File: src/rtl/ps2_host_tx_if.sv
`default_nettype none
// ============================================================================
//  Module      : ps2_host_tx_if
//  Description : Command handshake and status bundle for the PS/2 host
//                transmitter (byte request, ready, busy, done/error pulses).
//  Revision    : 1.0 - initial release
// ============================================================================
interface ps2_host_tx_if;
    logic [7:0] tx_data;
    logic       tx_valid;
    logic       tx_ready;
    logic       busy;
    logic       done;
    logic       error;

    modport master (
        output tx_data,
        output tx_valid,
        input  tx_ready,
        input  busy,
        input  done,
        input  error
    );

    modport slave (
        input  tx_data,
        input  tx_valid,
        output tx_ready,
        output busy,
        output done,
        output error
    );
endinterface
`default_nettype wire

File: src/rtl/ps2_host_tx.sv
`default_nettype none
// ============================================================================
//  Module      : ps2_host_tx
//  Description : Host-to-device PS/2 transmitter. Inhibits the bus, issues a
//                request-to-send, shifts out start/data/parity/stop on the
//                device's falling clock edges and checks the device ACK.
//  Revision    : 1.0 - initial release
// ============================================================================
module ps2_host_tx #(
    parameter int INHIBIT_CYCLES = 6000,
    parameter int START_CYCLES   = 250,
    parameter int TIMEOUT_CYCLES = 750000
) (
    input  logic         clk_in,
    input  logic         reset,
    ps2_host_tx_if.slave tx_if,
    input  logic         ps2_clock,
    input  logic         ps2_data,
    output logic         ps2_clock_drive_low,
    output logic         ps2_data_drive_low
);

    localparam logic [2:0] c_IDLE      = 3'd0;
    localparam logic [2:0] c_INHIBIT   = 3'd1;
    localparam logic [2:0] c_START     = 3'd2;
    localparam logic [2:0] c_SEND      = 3'd3;
    localparam logic [2:0] c_ACK       = 3'd4;
    localparam logic [2:0] c_WAIT_IDLE = 3'd5;

    // One counter serves the inhibit, start and timeout phases, so it is
    // sized for the largest of the three.
    localparam int c_MAX_IS     = (INHIBIT_CYCLES > START_CYCLES) ? INHIBIT_CYCLES : START_CYCLES;
    localparam int c_MAX_CYCLES = (TIMEOUT_CYCLES > c_MAX_IS) ? TIMEOUT_CYCLES : c_MAX_IS;
    localparam int c_CNT_W      = $clog2(c_MAX_CYCLES + 1);

    localparam logic [c_CNT_W-1:0] c_INHIBIT_LAST = c_CNT_W'(INHIBIT_CYCLES - 1);
    localparam logic [c_CNT_W-1:0] c_START_LAST   = c_CNT_W'(START_CYCLES - 1);
    localparam logic [c_CNT_W-1:0] c_TIMEOUT      = c_CNT_W'(TIMEOUT_CYCLES);
    localparam logic [3:0]         c_STOP_IDX     = 4'd9;

    logic [2:0]         r_state;
    logic [c_CNT_W-1:0] r_cnt;
    logic [3:0]         r_bit_idx;
    logic [8:0]         r_shift;
    logic               r_clock_low;
    logic               r_data_low;
    logic               r_clk_meta;
    logic               r_clk_sync;
    logic               r_clk_prev;
    logic               r_data_meta;
    logic               r_data_sync;

    logic w_fall;
    logic w_timed;
    logic w_timeout;
    logic w_accept;
    logic w_ack_nak;
    logic w_done;

    // Two-flop synchronisers for both pins plus a history flop for edge detect
    always_ff @(posedge clk_in or posedge reset) begin
        if (reset) begin
            r_clk_meta  <= 1'b1;
            r_clk_sync  <= 1'b1;
            r_clk_prev  <= 1'b1;
            r_data_meta <= 1'b1;
            r_data_sync <= 1'b1;
        end else begin
            r_clk_meta  <= ps2_clock;
            r_clk_sync  <= r_clk_meta;
            r_clk_prev  <= r_clk_sync;
            r_data_meta <= ps2_data;
            r_data_sync <= r_data_meta;
        end
    end

    // Edge detect, timeout and completion decode feeding the FSM and pulses
    always_comb begin
        w_fall    = r_clk_prev & ~r_clk_sync;
        w_timed   = (r_state == c_SEND) || (r_state == c_ACK) || (r_state == c_WAIT_IDLE);
        w_timeout = w_timed && (r_cnt == c_TIMEOUT);
        w_accept  = (r_state == c_IDLE) && tx_if.tx_valid;
        w_ack_nak = (r_state == c_ACK) && !w_timeout && w_fall && r_data_sync;
        w_done    = (r_state == c_WAIT_IDLE) && !w_timeout && r_clk_sync && r_data_sync;
    end

    // Frame sequencer: owns state, cycle counter, bit index and line drives
    always_ff @(posedge clk_in or posedge reset) begin
        if (reset) begin
            r_state     <= c_IDLE;
            r_cnt       <= '0;
            r_bit_idx   <= '0;
            r_shift     <= '0;
            r_clock_low <= 1'b0;
            r_data_low  <= 1'b0;
        end else begin
            case (r_state)
                c_IDLE: begin
                    r_cnt <= '0;
                    if (w_accept) begin
                        // Latch byte and odd parity so later tx_data changes are ignored
                        r_shift     <= {~^tx_if.tx_data, tx_if.tx_data};
                        r_bit_idx   <= '0;
                        r_clock_low <= 1'b1;
                        r_state     <= c_INHIBIT;
                    end
                end
                c_INHIBIT: begin
                    if (r_cnt == c_INHIBIT_LAST) begin
                        r_cnt      <= '0;
                        r_data_low <= 1'b1;
                        r_state    <= c_START;
                    end else begin
                        r_cnt <= r_cnt + 1'b1;
                    end
                end
                c_START: begin
                    if (r_cnt == c_START_LAST) begin
                        // Clock release: data stays low as the start bit
                        r_cnt       <= '0;
                        r_clock_low <= 1'b0;
                        r_bit_idx   <= '0;
                        r_state     <= c_SEND;
                    end else begin
                        r_cnt <= r_cnt + 1'b1;
                    end
                end
                c_SEND: begin
                    if (w_timeout) begin
                        r_clock_low <= 1'b0;
                        r_data_low  <= 1'b0;
                        r_state     <= c_IDLE;
                    end else if (w_fall) begin
                        r_cnt     <= '0;
                        r_bit_idx <= r_bit_idx + 4'd1;
                        if (r_bit_idx == c_STOP_IDX) begin
                            // Tenth edge: release data for the stop bit
                            r_data_low <= 1'b0;
                            r_state    <= c_ACK;
                        end else begin
                            r_data_low <= ~r_shift[0];
                            r_shift    <= {1'b0, r_shift[8:1]};
                        end
                    end else begin
                        r_cnt <= r_cnt + 1'b1;
                    end
                end
                c_ACK: begin
                    if (w_timeout) begin
                        r_clock_low <= 1'b0;
                        r_data_low  <= 1'b0;
                        r_state     <= c_IDLE;
                    end else if (w_fall) begin
                        r_cnt   <= '0;
                        r_state <= r_data_sync ? c_IDLE : c_WAIT_IDLE;
                    end else begin
                        r_cnt <= r_cnt + 1'b1;
                    end
                end
                c_WAIT_IDLE: begin
                    if (w_timeout) begin
                        r_clock_low <= 1'b0;
                        r_data_low  <= 1'b0;
                        r_state     <= c_IDLE;
                    end else if (w_done) begin
                        r_state <= c_IDLE;
                    end else if (w_fall) begin
                        r_cnt <= '0;
                    end else begin
                        r_cnt <= r_cnt + 1'b1;
                    end
                end
                default: begin
                    r_clock_low <= 1'b0;
                    r_data_low  <= 1'b0;
                    r_state     <= c_IDLE;
                end
            endcase
        end
    end

    // Status and pad-drive outputs; done/error flag the final transition cycle
    always_comb begin
        tx_if.tx_ready      = (r_state == c_IDLE);
        tx_if.busy          = (r_state != c_IDLE);
        tx_if.done          = w_done;
        tx_if.error         = w_timeout | w_ack_nak;
        ps2_clock_drive_low = r_clock_low;
        ps2_data_drive_low  = r_data_low;
    end

endmodule
`default_nettype wire

File: src/flat_wrapper.sv
// flat-port wrapper written by rule: the top's interface ports become plain ports
module ps2_host_tx_flat 
#(
    parameter int INHIBIT_CYCLES = 6000,
    parameter int START_CYCLES   = 250,
    parameter int TIMEOUT_CYCLES = 750000
)
  (clk_in, reset, ps2_clock, ps2_data, ps2_clock_drive_low, ps2_data_drive_low, tx_if_tx_data, tx_if_tx_valid, tx_if_tx_ready, tx_if_busy, tx_if_done, tx_if_error);
  ps2_host_tx_if tx_if_i ();
  input  logic clk_in;
  input  logic reset;
  input  logic ps2_clock;
  input  logic ps2_data;
  output logic ps2_clock_drive_low;
  output logic ps2_data_drive_low;
  input wire logic [$bits(tx_if_i.tx_data)-1:0] tx_if_tx_data;
  input wire logic [$bits(tx_if_i.tx_valid)-1:0] tx_if_tx_valid;
  output wire logic [$bits(tx_if_i.tx_ready)-1:0] tx_if_tx_ready;
  output wire logic [$bits(tx_if_i.busy)-1:0] tx_if_busy;
  output wire logic [$bits(tx_if_i.done)-1:0] tx_if_done;
  output wire logic [$bits(tx_if_i.error)-1:0] tx_if_error;
  assign tx_if_i.tx_data = tx_if_tx_data;
  assign tx_if_i.tx_valid = tx_if_tx_valid;
  assign tx_if_tx_ready = tx_if_i.tx_ready;
  assign tx_if_busy = tx_if_i.busy;
  assign tx_if_done = tx_if_i.done;
  assign tx_if_error = tx_if_i.error;
  ps2_host_tx #(.INHIBIT_CYCLES(INHIBIT_CYCLES), .START_CYCLES(START_CYCLES), .TIMEOUT_CYCLES(TIMEOUT_CYCLES)) u_core (.clk_in(clk_in), .reset(reset), .tx_if(tx_if_i), .ps2_clock(ps2_clock), .ps2_data(ps2_data), .ps2_clock_drive_low(ps2_clock_drive_low), .ps2_data_drive_low(ps2_data_drive_low));
endmodule
File: config.mk
export PLATFORM = sky130hd
export DESIGN_NAME = ps2_host_tx_flat
export DESIGN_NICKNAME = d
export VERILOG_FILES = /design/src/rtl/ps2_host_tx_if.sv /design/src/rtl/ps2_host_tx.sv /design/src/flat_wrapper.sv
export SDC_FILE = /design/constraint.sdc
export NUM_CORES = 1
export LEC_CHECK = 0
export ABC_CLOCK_PERIOD_IN_PS = 2150
export BUFFER_PORTS_ARGS = -buffer_cell sky130_fd_sc_hd__buf_2
export CORE_MARGIN = 5
export CORE_UTILIZATION = 45
export CTS_BUF_LIST = sky130_fd_sc_hd__clkbuf_2
export CTS_CLUSTER_DIAMETER = 80
export DETAILED_ROUTE_END_ITERATION = 12
export PLACE_DENSITY = 0.75
export SYNTH_ARGS = -nofsm -noshare
export SYNTH_HDL_FRONTEND = slang
export SYNTH_SLANG_ARGS = --single-unit
File: constraint.sdc
create_clock -name clk_in -period 2.15 [get_ports clk_in]
set_input_delay 0.43 -clock clk_in [delete_from_list [all_inputs] [get_ports clk_in]]
set_output_delay 0.43 -clock clk_in [all_outputs]
set_load 0.005 [all_outputs]
==> flow_metrics.tcl <==
set metrics [dict create \
    violations "setup timing" \
    dieArea_sq_um 7580 \
    yosysUniqueCellTypes 61 \
    worst_pin_slew_ps 811 \
    multiInputGateArea_sq_um 1630 \
    synth_most_common_cell "dfrtp_1" \
    cts.sinks 43 \
    fin_setup_tns_ps -6040 \
    die_w_um 87.1 \
    hold_path.class "primary input to register" \
    reg2reg_slack_ps -310 \
    synth_top_cell_by_area "dfrtp_1" \
    max_stage_delay_ps 530 \
    synth_top_area_share_pct 35.6 \
    powerDensity_nw_per_um2 377 \
    root_buffer "clkbuf_2" \
    finalNetCount 375 \
    synthCells 288 \
    row_count 28 \
    viasPerCell 5.94 \
    crit_chain "or4b_4 > nor3_4 > and2_4 > a31oi_1 > o22ai_1 > buf_2" \
    initial_core_util_pct 45.7 \
    ys_seq_area_share_pct 40.5 \
    worst-path-buf-inv 1 \
    place_area_sq_um 3050 \
    hold_violations 0 \
    finalSetupViolCount 27 \
    insertedDiodeCount 0 \
    p_leak_uw 0.00170 \
    stdcell_area_sq_um 3440 \
    fillers 462 \
    initialDrtViolationCount 352 \
    grt_pass1_vias 2347 \
    post_drt_wl_per_cell_um 16.2 \
    crit_path_max_fanout 4 \
    irDropWorstVdd_uv 307 \
    end_kind "primary output" \
    numCtsBuffers 5 \
    period_minus_slack_ps 2610 \
    clk_path_buf_depth 2 \
    critical-path-top-delay-family "simple AND/OR/NAND/NOR gates" \
    grt_use_total_pct 17.7 \
    ant_nets 0 \
    status "finished with violations" \
    place_congestion 0.956 \
    synth-edff-count 0 \
    netlist_area_sq_um 2670 \
    clk_pin_slew_ps 250 \
    setup_ws_ps -456 \
    async_flop_share_pct 100 \
    max-slew-margin-rel_pct 45.6 \
    place_inst 406 \
    io_buffers 18 \
    drc 0 \
    finalCritPeriodShare_pct 121 \
    grt_max_degree 23 \
    crit_path_start_kind "register" \
    seqCellArea_sq_um 1080 \
    clock.fmax_mhz 384 \
    layoutNonFillerInstCount 433 \
    ys_ff_latch 43 \
    synthTopCellsByArea "dfrtp_1 (36%), nand2_1 (5.2%), dfstp_2 (4.9%)" \
    antenna_found_initial 0 \
    cap_violations 0 \
    rsz0062_at_grt "yes" \
    io_pins 19 \
    critPathSlowestCell "or4b_4" \
    synth_top_cells_by_count "dfrtp_1 (38), nand2_1 (37), nand3_1 (25), nor2_1 (20), o21ai_0 (19)" \
    syn_avg_cell_area_sq_um 9.28 \
    path_class "register to primary output" \
    grt_pass1_wl_mm 10.8 \
    critical_path_arrival_ps 2180 \
    clock_skew_ps 21.5 \
    grt.overflow.total 0 \
    cts_tree "yes" \
    slew_viol_final 0 \
    first_pass_iters 5 \
    cts_htree_levels 2 \
    synth_ff_type "dfrtp_1" \
    routed_wl_mm 7.02 \
    fp.dieH_um 87.1 \
    synth_nets 306 \
    ys.warnings.count 0 \
    critical_path_required_ps 1720 \
    dpl.hpwl_mm 4.45 \
    core_sq_um 5850 \
    vias 2571 \
    clock_latency_ps 440 \
    drive_gt1_share_pct 36.9 \
    syn_to_final_growth_pct 28.7 \
]
-- kinds of logic (layout without fill, tap and decap cells) --
kind of cell / Yosys count / after routing / synth area share [%]
flip-flops: 43 / 43 / 40.5
multiplexers: 14 / 14 / 5.52
AO/OA/AOI/OAI: 76 / 78 / 20.8
buffers and inverters: 24 / 91 / 5.62
XOR/XNOR: 7 / 7 / 2.29
AND/OR/NAND/NOR: 119 / 120 / 22.9
adder cells (fa/ha/maj): 5 / 5 / 2.34
-- placed cells by master, fill, tap and decap left out, drive strengths merged, types with 3 or more instances in the layout --
master  instances
nand3          25
nor3            6
mux2            3
clkinv          3
inv            11
a21o           10
mux2i          11
o31ai           5
clkbuf          5
nand2          38
and3            5
nor2b           3
o21ai          21
dfstp           5
buf            71
dfrtp          38
xnor2           6
o21a            3
a22o           10
a21oi           3
nand4           3
o31a            4
nand2b          3
o311ai          6
ha              5
nor2           20
-- metal layers --
metal  track usage (%)  vias up  part of all wire (%)
met4              7.65        0                   1.9
li1                  -     1215                     -
met3              3.12       15                   5.7
met5                 0        -                     0
met1              24.0     1241                    43
met2              27.9      100                    50
-- report_power, final --
group / switching, uW / total, uW / internal (uW) / leakage [uW]
sequential: 3.47 / 823 / 820 / 0.000541
combinational: 41.1 / 73.4 / 32.3 / 0.00112
clock: 309 / 401 / 92.3 / 0.0000339
total: 354 / 1300 / 944 / 0.00170
-- worst paths after layout --
check,cells past startpoint,end,from
max reg2reg,10,u_core.r_cnt[17],u_core.r_cnt[18]
min in group asynchronous,3,u_core.r_shift[0],reset
min reg2reg,0,u_core.r_clk_sync,u_core.r_clk_meta
min,1,u_core.r_data_meta,ps2_data
max,6,tx_if_error,u_core.r_cnt[18]
max in group asynchronous,4,u_core.r_cnt[3],reset
-- layout make-up --
class / count / area share (%)
inverter: 11 / 1.24
sequential: 43 / 31.6
clock buffer: 5 / 0.728
timing repair buffer: 72 / 15.7
tap: 75 / 2.73
clock inverter: 3 / 0.764
multi-input combinational: 224 / 47.3
-- state kept, by name, indices dropped and copies added, names as in the netlist --
register,flops
u_core.r_bit_idx,4
u_core.ps2_data_drive_low,1
u_core.r_clk_sync,1
u_core.r_state,3
u_core.ps2_clock_drive_low,1
u_core.r_clk_meta,1
u_core.r_clk_prev,1
u_core.r_cnt,20
u_core.r_data_sync,1
u_core.r_data_meta,1
u_core.r_shift,9
-- metrics by stage --
stage	hold slack (ps)	setup WS [ps]	util, %	total power, uW
5_1_grt	11.0	-581	58.8	1360
3_5_place_dp	347	-30.4	52.2	905
2_1_floorplan	345	18.4	-	876
6_report	54.3	-456	58.8	1300
4_1_cts	23.8	-521	55.6	1310
3_3_place_gp	346	-1.26	52.2	904
-- timing repair --
| item | 4_1_cts | 5_1_grt |
|---|---|---|
| resized for setup | 16 | 45 |
| endpoints found under the hold margin | 16 | 0 |
| buffers inserted | 11 | 4 |
| cloned | 1 | 2 |
| hold buffers | 1 | 0 |
| setup endpoints to repair | 12 | 39 |
| pin swaps | 9 | 7 |
-- worst reg2reg max path, cell delays in order (launching register included) --
cell	delay, ps
dfrtp_1	450
buf_4	140
buf_6	110
nor4_4	270
nand4b_1	250
o311ai_2	310
o221ai_2	170
buf_4	180
buf_6	130
a21o_1	150
a22o_1	220
Power figures use the tool's default switching activity.
